===== src/rtl/cpu_types_pkg.sv =====
// Shared types and defaults for the pipeline stage controller.
package cpu_types_pkg;

    typedef enum logic [1:0] {RUN, MEM_WAIT, DRAIN, HALTED} pipe_state_t;

    localparam int unsigned WAIT_LIMIT_DEFAULT = 255;
    localparam int unsigned CNT_W_DEFAULT      = 32;

endpackage


===== src/rtl/sat_counter.sv =====
// Saturating up-counter with synchronous clear; clear wins over enable.
module sat_counter #(
    parameter int unsigned W = 32
) (
    input  logic         clk,
    input  logic         en,
    input  logic         clr,
    output logic [W-1:0] q
);

    always_ff @(posedge clk) begin
        if (clr) begin
            q <= '0;
        end else if (en && (q != '1)) begin
            q <= q + W'(1);
        end
    end

endmodule


===== src/rtl/pipeline_stage_ctrl.sv =====
// Turns hazard requests into latch enable/flush and PC enable for a 5-stage pipeline,
// with saturating event counters and a D-mem wait watchdog.
module pipeline_stage_ctrl
    import cpu_types_pkg::*;
#(
    parameter int unsigned CNT_W      = CNT_W_DEFAULT,
    parameter int unsigned WAIT_LIMIT = WAIT_LIMIT_DEFAULT
) (
    input  logic             CLK,
    input  logic             RST,
    input  logic             StallLW,
    input  logic             branch_taken,
    input  logic             ihit,
    input  logic             EXMEM_dREN,
    input  logic             EXMEM_dWEN,
    input  logic             dhit,
    input  logic             EXMEM_halt,
    output logic             pc_en,
    output logic             IFID_en,
    output logic             IDEX_en,
    output logic             EXMEM_en,
    output logic             MEMWB_en,
    output logic             IFID_flush,
    output logic             IDEX_flush,
    output logic             halt,
    output logic             mem_timeout,
    output logic [CNT_W-1:0] cnt_lw,
    output logic [CNT_W-1:0] cnt_flush,
    output logic [CNT_W-1:0] cnt_memwait
);

    localparam int unsigned WAIT_W = $clog2(WAIT_LIMIT + 1);

    pipe_state_t       state, state_next;
    logic              d_miss;
    logic              inc_lw, inc_flush, inc_wait, wait_clr;
    logic [WAIT_W-1:0] wait_cnt;

    assign d_miss = (EXMEM_dREN | EXMEM_dWEN) & ~dhit;

    always_comb begin
        state_next = state;
        pc_en      = 1'b1;
        IFID_en    = 1'b1;
        IDEX_en    = 1'b1;
        EXMEM_en   = 1'b1;
        MEMWB_en   = 1'b1;
        IFID_flush = 1'b0;
        IDEX_flush = 1'b0;
        inc_lw     = 1'b0;
        inc_flush  = 1'b0;
        inc_wait   = 1'b0;
        wait_clr   = 1'b0;

        unique case (state)
            RUN: begin
                if (d_miss) begin
                    {pc_en, IFID_en, IDEX_en, EXMEM_en, MEMWB_en} = '0;
                    state_next = MEM_WAIT;
                    inc_wait   = 1'b1;
                end else if (EXMEM_halt) begin
                    pc_en      = 1'b0;
                    IFID_flush = 1'b1;
                    IDEX_flush = 1'b1;
                    state_next = DRAIN;
                end else if (branch_taken) begin
                    // A load-use stall in the same cycle is moot: its consumer is squashed.
                    IFID_flush = 1'b1;
                    IDEX_flush = 1'b1;
                    inc_flush  = 1'b1;
                end else if (StallLW) begin
                    pc_en      = 1'b0;
                    IFID_en    = 1'b0;
                    IDEX_flush = 1'b1;
                    inc_lw     = 1'b1;
                end else if (!ihit) begin
                    pc_en      = 1'b0;
                    IFID_flush = 1'b1;
                end
            end
            MEM_WAIT: begin
                if (!dhit) begin
                    {pc_en, IFID_en, IDEX_en, EXMEM_en, MEMWB_en} = '0;
                    inc_wait = 1'b1;
                end else begin
                    // Other requests on the release cycle are picked up again from RUN.
                    state_next = RUN;
                    wait_clr   = 1'b1;
                end
            end
            DRAIN: begin
                {pc_en, IFID_en, IDEX_en, EXMEM_en} = '0;
                IDEX_flush = 1'b1;
                state_next = HALTED;
            end
            HALTED: begin
                {pc_en, IFID_en, IDEX_en, EXMEM_en, MEMWB_en} = '0;
            end
            default: state_next = RUN;
        endcase

        if (RST) begin
            {pc_en, IFID_en, IDEX_en, EXMEM_en, MEMWB_en} = '0;
            IFID_flush = 1'b1;
            IDEX_flush = 1'b1;
            state_next = RUN;
            inc_lw     = 1'b0;
            inc_flush  = 1'b0;
            inc_wait   = 1'b0;
        end
    end

    always_ff @(posedge CLK) begin
        if (RST) begin
            state       <= RUN;
            halt        <= 1'b0;
            mem_timeout <= 1'b0;
        end else begin
            state <= state_next;
            if (state == DRAIN) begin
                halt <= 1'b1;
            end
            // Set on the same edge the wait counter reaches the limit.
            if (inc_wait && (wait_cnt >= WAIT_W'(WAIT_LIMIT - 1))) begin
                mem_timeout <= 1'b1;
            end
        end
    end

    sat_counter #(.W(CNT_W)) u_cnt_lw (
        .clk (CLK),
        .en  (inc_lw),
        .clr (RST),
        .q   (cnt_lw)
    );

    sat_counter #(.W(CNT_W)) u_cnt_flush (
        .clk (CLK),
        .en  (inc_flush),
        .clr (RST),
        .q   (cnt_flush)
    );

    sat_counter #(.W(CNT_W)) u_cnt_memwait (
        .clk (CLK),
        .en  (inc_wait),
        .clr (RST),
        .q   (cnt_memwait)
    );

    sat_counter #(.W(WAIT_W)) u_cnt_wait (
        .clk (CLK),
        .en  (inc_wait),
        .clr (RST | wait_clr),
        .q   (wait_cnt)
    );

endmodule


===== config.mk =====
export PLATFORM = sky130hd
export DESIGN_NAME = pipeline_stage_ctrl
export DESIGN_NICKNAME = d
export VERILOG_FILES = /design/src/rtl/cpu_types_pkg.sv /design/src/rtl/sat_counter.sv /design/src/rtl/pipeline_stage_ctrl.sv
export SDC_FILE = /design/constraint.sdc
export NUM_CORES = 1
export LEC_CHECK = 0
export ABC_CLOCK_PERIOD_IN_PS = 4400
export CAP_MARGIN = 40
export CORE_MARGIN = 1
export CORE_UTILIZATION = 56
export CTS_CLUSTER_DIAMETER = 50
export DETAILED_ROUTE_END_ITERATION = 8
export PLACE_DENSITY = 0.84
export SYNTH_ARGS = -nofsm -noshare
export SYNTH_HDL_FRONTEND = slang
export SYNTH_SLANG_ARGS = --single-unit

===== constraint.sdc =====
create_clock -name CLK -period 4.4 [get_ports CLK]
set_input_delay 0.88 -clock CLK [delete_from_list [all_inputs] [get_ports CLK]]
set_output_delay 0.88 -clock CLK [all_outputs]
set_load 0.005 [all_outputs]

Word level (Yosys, flattened, before mapping)
Cells that the tools add are included.
- input port bits: 9
- output and inout port bits: 105
- RAM bits: 0
- bits in read-only memories: 0
- memories: 0
- latch bits: 0
- register bits after elaboration: 108
- $lt $le $gt $ge: 1
- reduce and logical (&&, ||, !) cells: 9
- shifts and indexed selects: 0
- muxes and demuxes: 51
- div/mod/pow operators: 0
- bitwise operators: 4
- multipliers: 0
- eq/ne operators: 9
- $add $sub $neg: 4
- operators by type and width (kind ; count):
    $add 32x1->32 const B ; 3
    $ne 32x32->1 const B ; 3
    $mux 1 ; 41
    $pmux 1 s3 ; 4
    $add 8x1->8 const B ; 1
    $ge 8x8->1 const B ; 1
    $ne 8x8->1 const B ; 1
    $mux 2 ; 3
    $pmux 2 s3 ; 1
    $logic_and 1x1->1 ; 5
    $eq 2x2->1 const B ; 2
    $pmux 1 s2 ; 2
    $ne 3x3->1 const B ; 1
    $reduce_and 3->1 ; 1
    $reduce_bool 3->1 ; 1
    $eq 2x1->1 const B ; 1
    $logic_not 2->1 ; 1
    $ne 2x2->1 const B ; 1
    $or 1x1->1 ; 2
    $reduce_or 2->1 ; 1
    $and 1x1->1 ; 1
    $not 1->1 ; 1

Logic depth before layout (Yosys ltp)
- depth after elaboration: 7
- mapped depth: 10

Cells and area by module
Synthesis repeated with hierarchy kept, for this count alone.
- cell total of the unflattened synthesis: 701
- area total of the unflattened synthesis: 5881.9 µm²
- by module, submodules not included (module ; times used ; area an instance (µm²) ; seq. area each (µm²) ; cells an instance):
    sat_counter (u_cnt_flush ...) ; 3 ; 1674.1 ; 640.6 ; 199
    sat_counter (u_cnt_wait) ; 1 ; 430.4 ; 160.2 ; 46
    pipeline_stage_ctrl ; 1 ; 429.2 ; 80.1 ; 58

Worst setup path before layout
Ideal clock, no wire load.
- kind: input to output
- start point: in RST
- end point: out MEMWB_en
- arrival time: 1779 ps
- buffers on the path: 3
- path slack: 1741 ps
- required time: 3520 ps
- stages on the path: 4
- cell sequence: clkbuf_1 > clkbuf_1 > clkbuf_1 > a21oi_1
- word-level cells in the longest chain between the ends: 1
- ends and longest elaborated chain (item ; RTL line ; text):
    from (decl) ; pipeline_stage_ctrl.sv:10 ; input logic RST,
    $mux 1 ; pipeline_stage_ctrl.sv:102 ; if (RST) begin
    to (decl) ; pipeline_stage_ctrl.sv:22 ; output logic MEMWB_en,
No other way between the ends.

Final worst setup path
- start point: in dhit
- end point: out IFID_en
- word-level cells in the longest chain between the ends: 5
- elaborated cells on any way between the ends: 6
- classes of those cells: mux: 4; bitwise: 2
- ends and longest elaborated chain (item ; RTL line ; text):
    from (decl) ; pipeline_stage_ctrl.sv:16 ; input logic dhit,
    $not 1->1 ; pipeline_stage_ctrl.sv:39 ; assign d_miss = (EXMEM_dREN | EXMEM_dWEN) & ~dhit;
    $and 1x1->1 ; pipeline_stage_ctrl.sv:39 ;
    $mux 1 ; pipeline_stage_ctrl.sv:57 ; if (d_miss) begin
    $pmux 1 s3 * ; pipeline_stage_ctrl.sv:55 ; unique case (state)
    $mux 1 * ; pipeline_stage_ctrl.sv:102 ;
    to (decl) ; pipeline_stage_ctrl.sv:19 ; output logic IFID_en,
Mark *: on every way between the ends. The rest lies on a longest branch, timed or not.

==> run_results.csv <==
group,metric,value,unit
pwr,pwr-share-seq,50.7,%
clock_tree,path_clk_slew,0.10,ns
detailed_routing,wl,15.73,mm
yosys,synthFlopType,"dfxtp_1",
clock_tree,root_buffer,"clkbuf_8",
yosys,syn_inst,701,
clock_tree,h-tree-depth,3,
critical_path,crit_slowest_cell,"clkdlybuf4s50_1",
outcome,status,"finished clean",
sta,setup_viol,0,
yosys,synth_top_family_by_area,"simple AND/OR/NAND/NOR gates",
yosys,synth_area,5796,µm²
pwr,p_int,1.446,mW
global_route,grt_pass1_vias,5530,
finish,drive_above_1_share,6.117,%
critical_path,arrival,2.87,ns
yosys,ys_ff_latch,108,
clock_tree,ctsHoldBuffers,0,
pwr,vdd_drop_max,189.5,µV
clock_tree,clock_tree.buffer_depth,2,
clock_tree,cts-buffers-inserted,9,
sta,whs,0.4870,ns
finish,n_antenna_cell,0,
finish,nFillCells,794,
yosys,syn_nets,719,
finish,layout_common_cells,"112 x clkdlybuf4s50_1, 108 x dfxtp_1, 76 x a21oi_1, 54 x nand2_1, 45 x o21ai_0",
clock_tree,cts.sinks,108,
yosys,synth-edff-count,0,
clock_tree,clk_latency,0.38,ns
sta,final.period_utilization,85.33,%
pwr,combPwrFrac,15.8,%
sta,maxSlewViolCount,0,
yosys,synth_xor_area_share,1.209,%
sta,skew,0.01447,ns
detailed_routing,drt-wirelength-per-cell,16.84,µm
sta,timing_hold_violations_final,0,
yosys,synth-seq-area-share,37.31,%
critical_path,startpoint_type,"primary input",
critical_path,cp-end-kind,"primary output",
yosys,synth-compound-area-share,21.37,%
clock_tree,cts_setup_buffers,0,
sta,rsz0062_at_grt,"false",
pwr,powerDensity,278.7,nW/µm²
critical_path,ff2ff_path_depth,7,
detailed_routing,drc,0,
worst_hold_path,hold_start,"halt$_SDFFE_PP0P_",
yosys,yosys.area_share.simple,32.77,%
yosys,yosysTopAreaCellShare,37.31,%
sta,worst_pin_slew,0.8472,ns
yosys,async_flop_share,0,%
detailed_routing,antenna_left,0,
global_route,grt_max_degree,40,
sta,setup_ws,0.6454,ns
pwr,netSwitchingFraction,27.96,%
floorplan,core.rowCount,36,
worst_hold_path,holdPathEnd,"halt$_SDFFE_PP0P_",
yosys,ys_types,59,
pwr,power_leakage,2.225,nW
placement,dp_worst_setup_slack,0.6885,ns
global_route,grt.total_usage,28.82,%
sta,finalSetupTns,0,ns
floorplan,die_y,103.7,µm
yosys,synthAdderAreaFrac,1.943,%
pwr,p_switching,0.5614,mW
placement,place_congestion,0.8876,
sta,finalCriticalPeriod,3.755,ns
critical_path,cp_max_fo,6,
finish,fin_nets,814,
critical_path,max_stage_delay,0.62,ns
critical_path,r2r_slack,1.59,ns
global_route,grt-ovfl-total,0,
detailed_routing,drtIter0Drc,381,
floorplan,io_pins,114,
yosys,yosysWarnings,0,
floorplan,coreArea,9910,µm²
detailed_routing,drt-pass1-iter-count,5,
yosys,yosysTopAreaCell,"dfxtp_1",
floorplan,die_w,103.7,µm
floorplan,dieArea,10760,µm²
yosys,synth.mux.area_fraction,1.835,%
critical_path,critPathKind,"in -> out",
clock_tree,cts_resized,0,
critical_path,r2r_start,"state[0]$_SDFFE_PP0P_",
floorplan,initial_core_util,58.48,%
global_route,grt_first_pass_wirelength,25.88,mm
critical_path,r2r-end,"u_cnt_memwait.q[30]$_SDFFE_PP0P_",
pwr,p_clk_share,33.5,%
placement,hpwl,11.15,mm
detailed_routing,vias,6044,
worst_hold_path,worst_hold_path_type,"reg -> reg",
yosys,syn_avg_cell_area,8.268,µm²
worst_hold_path,worstHoldPathCells,2,
critical_path,path_cells,"clkdlybuf4s50_1, o21bai_2, nand2_1, nand2_1, nand2_1, a31oi_1, clkdlybuf4s50_1",
finish,layout-area-overhead-vs-synth,24.27,%
global_route,grt_antenna_before_repair,0,
detailed_routing,viasPerCell,6.471,
clock_tree,cts_tree,"yes",
critical_path,path_common_cell,"nand2_1",
sta,fmax,266.3,MHz
job,cap_violations,0,
placement,port_buffers,113,
finish,final_common_cell,"clkdlybuf4s50_1",
yosys,synth_area_leaders,"dfxtp_1 37%, a21oi_1 6.6%, or3_1 4.5%",
critical_path,cp.required,3.52,ns
sta,relSlewSlack,43.43,%
-- Yosys cell counts, types with 13 or more instances --
cell      count
nand4_1      33
dfxtp_1     108
and3_1       15
and4_1       13
nand2_1      54
a21oi_1      76
nor4_1       13
or4_1        29
inv_1        13
clkbuf_1     19
or3_1        42
nor2_1       38
o21ai_0      45
o31ai_1      34
nand3_1      43
-- per-layer routing --
layer | wire length [µm] | track usage, % | part of all wire (%) | up-vias
met5 | 0 | 0 | 0 | -
met4 | 270 | 10.41 | 1.7 | 0
met3 | 1108 | 3.713 | 7.0 | 29
met2 | 7594 | 48.23 | 48 | 280
met1 | 6753 | 38.14 | 43 | 2844
li1 | - | - | - | 2891
-- power groups by stage --
| stage | clock, mW | sequential, mW | combinational (mW) |
|---|---|---|---|
| after global routing | 0.717 | 1.02 | 0.344 |
| after CTS | 0.678 | 1.02 | 0.312 |
| after global placement | 0 | 1.04 | 0.293 |
| after floorplan | 0 | 1.04 | 0.193 |
| final | 0.673 | 1.02 | 0.317 |
| after detailed placement | 0 | 1.04 | 0.311 |
-- worst max path at each step --
stage / start / endpoint / depth (start not counted)
3_3_place_gp: dhit / IFID_en / 7
5_1_grt: dhit / IFID_en / 7
2_1_floorplan: RST / MEMWB_en / 4
6_report: dhit / IFID_en / 7
4_1_cts: dhit / IFID_en / 7
3_5_place_dp: dhit / IFID_en / 7
-- cells by family after synthesis --
| group | Yosys count |
|---|---|
| AO/OA/AOI/OAI | 197 |
| buffers and inverters | 47 |
| AND/OR/NAND/NOR | 322 |
| adder cells (fa/ha/maj) | 9 |
| XOR/XNOR | 8 |
| multiplexers | 10 |
| flip-flops | 108 |
-- critical path: cells and delay by family --
family	cells	cell delay, ns
AOI/OAI and AO/OA	2	0.47
buffers and inverters	2	1.14
and+or+nand+nor	3	0.38
-- sequential cells by signal, summed over array words and instances (netlist names) --
name             cells
mem_timeout          1
halt                 1
u_cnt_memwait.q     32
u_cnt_wait.q         8
state                2
u_cnt_lw.q          32
u_cnt_flush.q       32
-- layout make-up --
cell class,count,area [µm²],share of cell area (%)
multi-input combinational,546,3427,47.59
sequential,108,2162,30.02
timing repair buffer,118,1181,16.40
tap,133,166.4,2.311
clock buffer,10,127.6,1.772
clock inverter,6,88.84,1.233
inverter,13,48.80,0.6776
-- through the flow --
| stage | util (%) | power, mW | area (µm²) | cells |
|---|---|---|---|---|
| after global placement | 70.16 | 1.331 | 6953 | 916 |
| after floorplan | - | 1.228 | 5796 | 701 |
| after global routing | 72.68 | 2.081 | 7202 | 934 |
| final | 72.68 | 2.007 | 7202 | 934 |
| after detailed placement | 70.49 | 1.350 | 6985 | 918 |
| after CTS | 72.68 | 2.007 | 7202 | 934 |
(Power assumes the default switching activity.)
